==> src/rtl/ext_trig_qual.sv <==
// ext_trig_qual: qualifies the external trigger line and emits counted events.
//
// Both asynchronous lines are synchronized. A qualified assertion must stay
// high for MIN_WIDTH consecutive synchronized samples. A one-cycle trig_pulse
// is then produced, followed by a re-arm holdoff. Events are counted in
// trig_count.
//
// Optional build macro EXT_TRIG_SELF_MASK_EN: an event that saw the board's
// own drive (self_trig) during qualification raises self_echo instead of
// trig_pulse and is not counted. With the macro undefined, self_trig is
// ignored and self_echo stays 0.
//
// Ports:
//   clk, rst     system clock; asynchronous active-high reset
//   ext_trig_in  external trigger line (async, active high)
//   self_trig    own line drive (async, active high)
//   enable       arms the qualifier
//   cnt_clr      synchronous clear of trig_count
//   trig_pulse   one-cycle qualified external trigger
//   self_echo    one-cycle pulse for an event attributed to own drive
//   trig_count   qualified external triggers since reset/clear
//   busy         registered, high while not IDLE
//
// state | meaning
// IDLE  | armed, waiting for s_ext high
// QUAL  | counting consecutive high samples
// FIRE  | output pulse cycle
// HOLD  | re-arm holdoff, waits for line low
module ext_trig_qual #(
  parameter int SYNC_STAGES = 2,
  parameter int MIN_WIDTH   = 4,
  parameter int HOLDOFF     = 64,
  parameter int CNT_W       = 32
) (
  input  logic             clk,
  input  logic             rst,
  input  logic             ext_trig_in,
  input  logic             self_trig,
  input  logic             enable,
  input  logic             cnt_clr,
  output logic             trig_pulse,
  output logic             self_echo,
  output logic [CNT_W-1:0] trig_count,
  output logic             busy
);

  localparam int WW = $clog2(MIN_WIDTH + 1);
  localparam int HW = $clog2(HOLDOFF + 1);

  typedef enum logic [1:0] {IDLE, QUAL, FIRE, HOLD} state_t;

  state_t                 state, state_n;
  logic [SYNC_STAGES-1:0] ext_sync;
  logic                   s_ext, s_self, self_hit;
  logic [WW-1:0]          wcnt, wcnt_n;
  logic [HW-1:0]          hcnt, hcnt_n;
  logic                   flag, flag_n;
  logic                   fire;

  always_ff @(posedge clk or posedge rst) begin
    if (rst) ext_sync <= '0;
    else     ext_sync <= {ext_sync[SYNC_STAGES-2:0], ext_trig_in};
  end
  assign s_ext = ext_sync[SYNC_STAGES-1];

`ifdef EXT_TRIG_SELF_MASK_EN
  logic [SYNC_STAGES-1:0] self_sync;
  always_ff @(posedge clk or posedge rst) begin
    if (rst) self_sync <= '0;
    else     self_sync <= {self_sync[SYNC_STAGES-2:0], self_trig};
  end
  assign s_self   = self_sync[SYNC_STAGES-1];
  // flag_n already includes the sample taken on the qualifying cycle
  assign self_hit = flag_n;
`else
  wire unused_self = self_trig;
  assign s_self   = 1'b0;
  assign self_hit = 1'b0;
`endif

  always_comb begin
    state_n = state;
    wcnt_n  = wcnt;
    hcnt_n  = hcnt;
    flag_n  = flag;
    fire    = 1'b0;
    case (state)
      IDLE: begin
        if (enable && s_ext) begin
          flag_n = s_self;
          if (MIN_WIDTH == 1) begin
            state_n = FIRE;
            fire    = 1'b1;
          end else begin
            state_n = QUAL;
            wcnt_n  = WW'(1);
          end
        end
      end
      QUAL: begin
        if (!s_ext) begin
          state_n = IDLE;
          wcnt_n  = '0;
        end else begin
          flag_n = flag | s_self;
          if (wcnt == WW'(MIN_WIDTH - 1)) begin
            state_n = FIRE;
            fire    = 1'b1;
            wcnt_n  = '0;
          end else begin
            wcnt_n = wcnt + WW'(1);
          end
        end
      end
      FIRE: begin
        state_n = HOLD;
        hcnt_n  = '0;
      end
      HOLD: begin
        if (hcnt >= HW'(HOLDOFF - 1) && !s_ext) begin
          state_n = IDLE;
          hcnt_n  = '0;
        end else if (hcnt != HW'(HOLDOFF)) begin
          hcnt_n = hcnt + HW'(1);
        end
      end
      default: state_n = IDLE;
    endcase
    // disarm overrides everything; a FIRE already registered still shows
    if (!enable) begin
      state_n = IDLE;
      wcnt_n  = '0;
      hcnt_n  = '0;
      flag_n  = 1'b0;
      fire    = 1'b0;
    end
  end

  always_ff @(posedge clk or posedge rst) begin
    if (rst) begin
      state      <= IDLE;
      wcnt       <= '0;
      hcnt       <= '0;
      flag       <= 1'b0;
      busy       <= 1'b0;
      trig_pulse <= 1'b0;
      self_echo  <= 1'b0;
    end else begin
      state      <= state_n;
      wcnt       <= wcnt_n;
      hcnt       <= hcnt_n;
      flag       <= flag_n;
      busy       <= (state_n != IDLE);
      trig_pulse <= fire & ~self_hit;
      self_echo  <= fire & self_hit;
    end
  end

  always_ff @(posedge clk or posedge rst) begin
    if (rst)             trig_count <= '0;
    else if (cnt_clr)    trig_count <= '0;
    else if (trig_pulse) trig_count <= trig_count + CNT_W'(1);
  end

endmodule

==> config.mk <==
export PLATFORM = sky130hd
export DESIGN_NAME = ext_trig_qual
export DESIGN_NICKNAME = d
export VERILOG_FILES = /design/src/rtl/ext_trig_qual.sv
export SDC_FILE = /design/constraint.sdc
export NUM_CORES = 1
export LEC_CHECK = 0
export ABC_AREA = 1
export CORE_UTILIZATION = 49
export CTS_BUF_LIST = sky130_fd_sc_hd__clkbuf_4
export CTS_CLUSTER_SIZE = 25
export DETAILED_ROUTE_END_ITERATION = 8
export DONT_BUFFER_PORTS = 1
export PLACE_DENSITY = 0.75
export SYNTH_ARGS = -nofsm -noshare
export SYNTH_HDL_FRONTEND = slang
export SYNTH_SLANG_ARGS = --single-unit
==> constraint.sdc <==
create_clock -name clk -period 2.15 [get_ports clk]
set_clock_uncertainty 0.2 [all_clocks]
set_input_delay 0.3225 -clock clk [delete_from_list [all_inputs] [get_ports clk]]
set_output_delay 0.3225 -clock clk [all_outputs]
set_load 0.1 [all_outputs]
==> qor.yml <==
status:
  outcome: "finished, final reports clean"
clock_network:
  clock_latency_ps: 350
  cts_hold_buf: 4
  htree_levels: 2
  cts-root-buf: "clkbuf_4"
  cts_buffers: 5
  clock_path_buffers: 2
  path_clk_slew_ps: 130
  ctsResizeCount: 0
  cts_tree: "built"
  cts_sinks: 48
  post_cts_buffers: 0
route:
  drcViolationCount: 0
  drtIter0Drc: 154
  antenna_left: 0
  wl_met3_um: 316
  wire_per_inst_um: 12.50
  vias: 2491
  met2_length_mm: 2.895
  wirelength_mm: 5.951
  wl_met1_mm: 2.691
  highest_layer: "met4"
  avgViaCountPerCell: 5.233
  drt-pass1-iter-count: 5
worst_setup_path:
  regToRegSetupSlack_ps: 300
  cp.arrival_ps: 2000
  start_kind: "input port"
  worst-setup-path-type: "input port to flop"
  worstPathRequired_ps: 2200
  worstReg2RegStart: "hcnt[0]"
  reg2reg_depth: 9
  critPathMaxFanout: 10
  r2r-end: "hcnt[4]"
  cp-end-kind: "flop"
min_path:
  hold_path.class: "input port to flop"
  hold_depth: 3
  hold_start: "enable"
  min_to: "hcnt[2]"
timing:
  drv_slew: 0
  worstMarginPinSlew_ps: 516.4
  fmax_ghz: 0.5120
  min_period_ps: 1953
  timing.final.crit_share: 0.9084
  max_slew_margin: 0.6552
  setup_viol: 0
  hold_viol_final: 0
  rsz0062_at_grt: "no"
synth:
  synth-simple-area-share: 0.3671
  synth-xor-area-share: 0.01266
  syn_nets: 371
  synth_common_cells: "89 x nand2_1, 51 x nor2_1, 48 x dfrtp_1"
  ys_types: 39
  synthCells: 361
  muxShareOfSynthArea: 0
  synth_edf_count: 0
  synth_most_common_cell: "nand2_1"
  synth_top_family_by_area: "simple AND/OR/NAND/NOR gates"
  syn_area_sq_um: 2768
  ys.flop_type: "dfrtp_1"
  synth_compound_gate_area_share: 0.09358
  yosysTopAreaCellShare: 0.4340
  synth_area_leaders: "dfrtp_1 43%, nand2_1 12%, nor2_1 6.9%, inv_1 5.7%, nand3_1 4.0%"
  ys_ff_latch: 48
  yosysTopAreaCell: "dfrtp_1"
  syn_avg_cell_area_sq_um: 7.667
  synth-adder-area-share: 0.01808
  async_reset_ff_frac: 1.000
  yosysSeqAreaShare: 0.4340
  yosys_warnings: 0
placed_design:
  place_congestion: 0.8544
  place_area_sq_um: 3124
  dp_hpwl_mm: 4.571
  io_buffers: 0
floorplanning:
  initial_core_util: 0.5252
  row_count: 26
  die_y_um: 77.16
  core_sq_um: 5270
  die_x_um: 77.16
  dieArea_sq_um: 5953
  io_pins: 41
cells_and_area:
  synthToLayoutAreaGrowth_pct: 16.37
  final_nets: 415
  num_antenna_cells: 0
  drive_above_1_share: 0.2217
  final_area_sq_um: 3221
global_route:
  grt_start_max_net_pins: 26
  grt-ovfl-total: 0
  grt_usage: 0.2167
  grt_pass1_vias: 2326
  antenna_found_initial: 0
  grt_pass1_wl_mm: 10.41
pwr:
  fin_total_pwr_mw: 1.439
  leakage_nw: 1.551
  power_density_nw_per_um2: 446.7
  peakVddDrop_v: 0.0005191
flow_run:
  cap_violations: 0
==> worst max-delay path by stage <==
stage,start,end,slack (ps),depth (start not counted)
floorplan,trig_count[4],trig_count[14],-20,7
global placement,hcnt[0],hcnt[3],350,9
detailed placement,hcnt[0],hcnt[4],320,9
CTS,cnt_clr,trig_count[23],190,9
global route,cnt_clr,trig_count[30],80,8
finish,cnt_clr,trig_count[31],200,8
==> sequential cells by signal, summed over array words and instances (netlist names) <==
name and cells:
busy 1, ext_sync 2, hcnt 7, state 2, trig_count 32, trig_pulse 1
wcnt 3
==> through the flow <==
stage	hold slack, ps	worst slack (ps)	cells	util	setup TNS [ps]
after floorplan	131.2	-17.59	361	-	-17.59
after CTS	46.85	186.8	476	0.6111	0
after global placement	70.95	350.2	464	0.5928	0
final	59.09	197.0	476	0.6111	0
after detailed placement	74.12	320.8	464	0.5928	0
after global routing	51.64	81.89	476	0.6111	0
==> where the power goes <==
part           internal, mW  total [mW]  switching, mW
clock                 0.152       0.422          0.270
combinational        0.0244       0.102         0.0778
sequential            0.910       0.914        0.00449
total                  1.09        1.44          0.353
==> area by class of cell <==
| cell class | count | area, sq um |
|---|---|---|
| repair buffers | 41 | 317.8 |
| clock buffers | 7 | 52.55 |
| well taps | 70 | 87.58 |
| clock inverters | 1 | 3.754 |
| flip-flops and latches | 48 | 1220 |
| multi-input cells | 263 | 1364 |
| inverters | 46 | 175.2 |
| fillers | 514 | 2049 |
==> metal layers <==
layer | GRT usage | up-vias
li1 | - | 1256
met1 | 0.2808 | 1165
met2 | 0.3743 | 66
met3 | 0.04167 | 4
met4 | 0.04528 | 0
met5 | 0 | -
==> critical path, stage by stage <==
cell and delay, ps:
dlygate4sd3_1 810, nor2_4 140, inv_4 150, nand3_1 110
nor2_1 100, nand3_1 110, o21ai_0 190, nor2_1 50
==> cell families (layout without fill, tap and decap cells) <==
group                      count (synthesis)  in the layout
and+or+nand+nor                          209            209
buffers and inverters                     50             95
DFF                                       48             48
AOI/OAI and AO/OA                         45             45
adders and majority gates                  4              4
xor gates and xnor gates                   4              4
other                                      1              1
==> placed cells by master, fill, tap and decap left out, types with 2 or more instances in the layout <==
cell type       n
nand2_1        89
nor2_1         51
inv_1          41
buf_4          37
dfrtp_1        33
nand3_1        22
a21oi_1        21
dfrtp_2        15
nor3_1         12
o21ai_0        10
nand4_1         8
clkbuf_4        7
nor2_4          5
nand2_2         4
ha_1            4
dlygate4sd3_1   4
inv_2           3
nand3_2         3
a31oi_1         3
nor2_2          3
o21a_1          3
or2_2           3
nand3_4         2
nor2_8          2
nand2_4         2
clkinv_1        2
o21ai_1         2
xnor2_1         2
xor2_1          2
(Power assumes the default switching activity.)
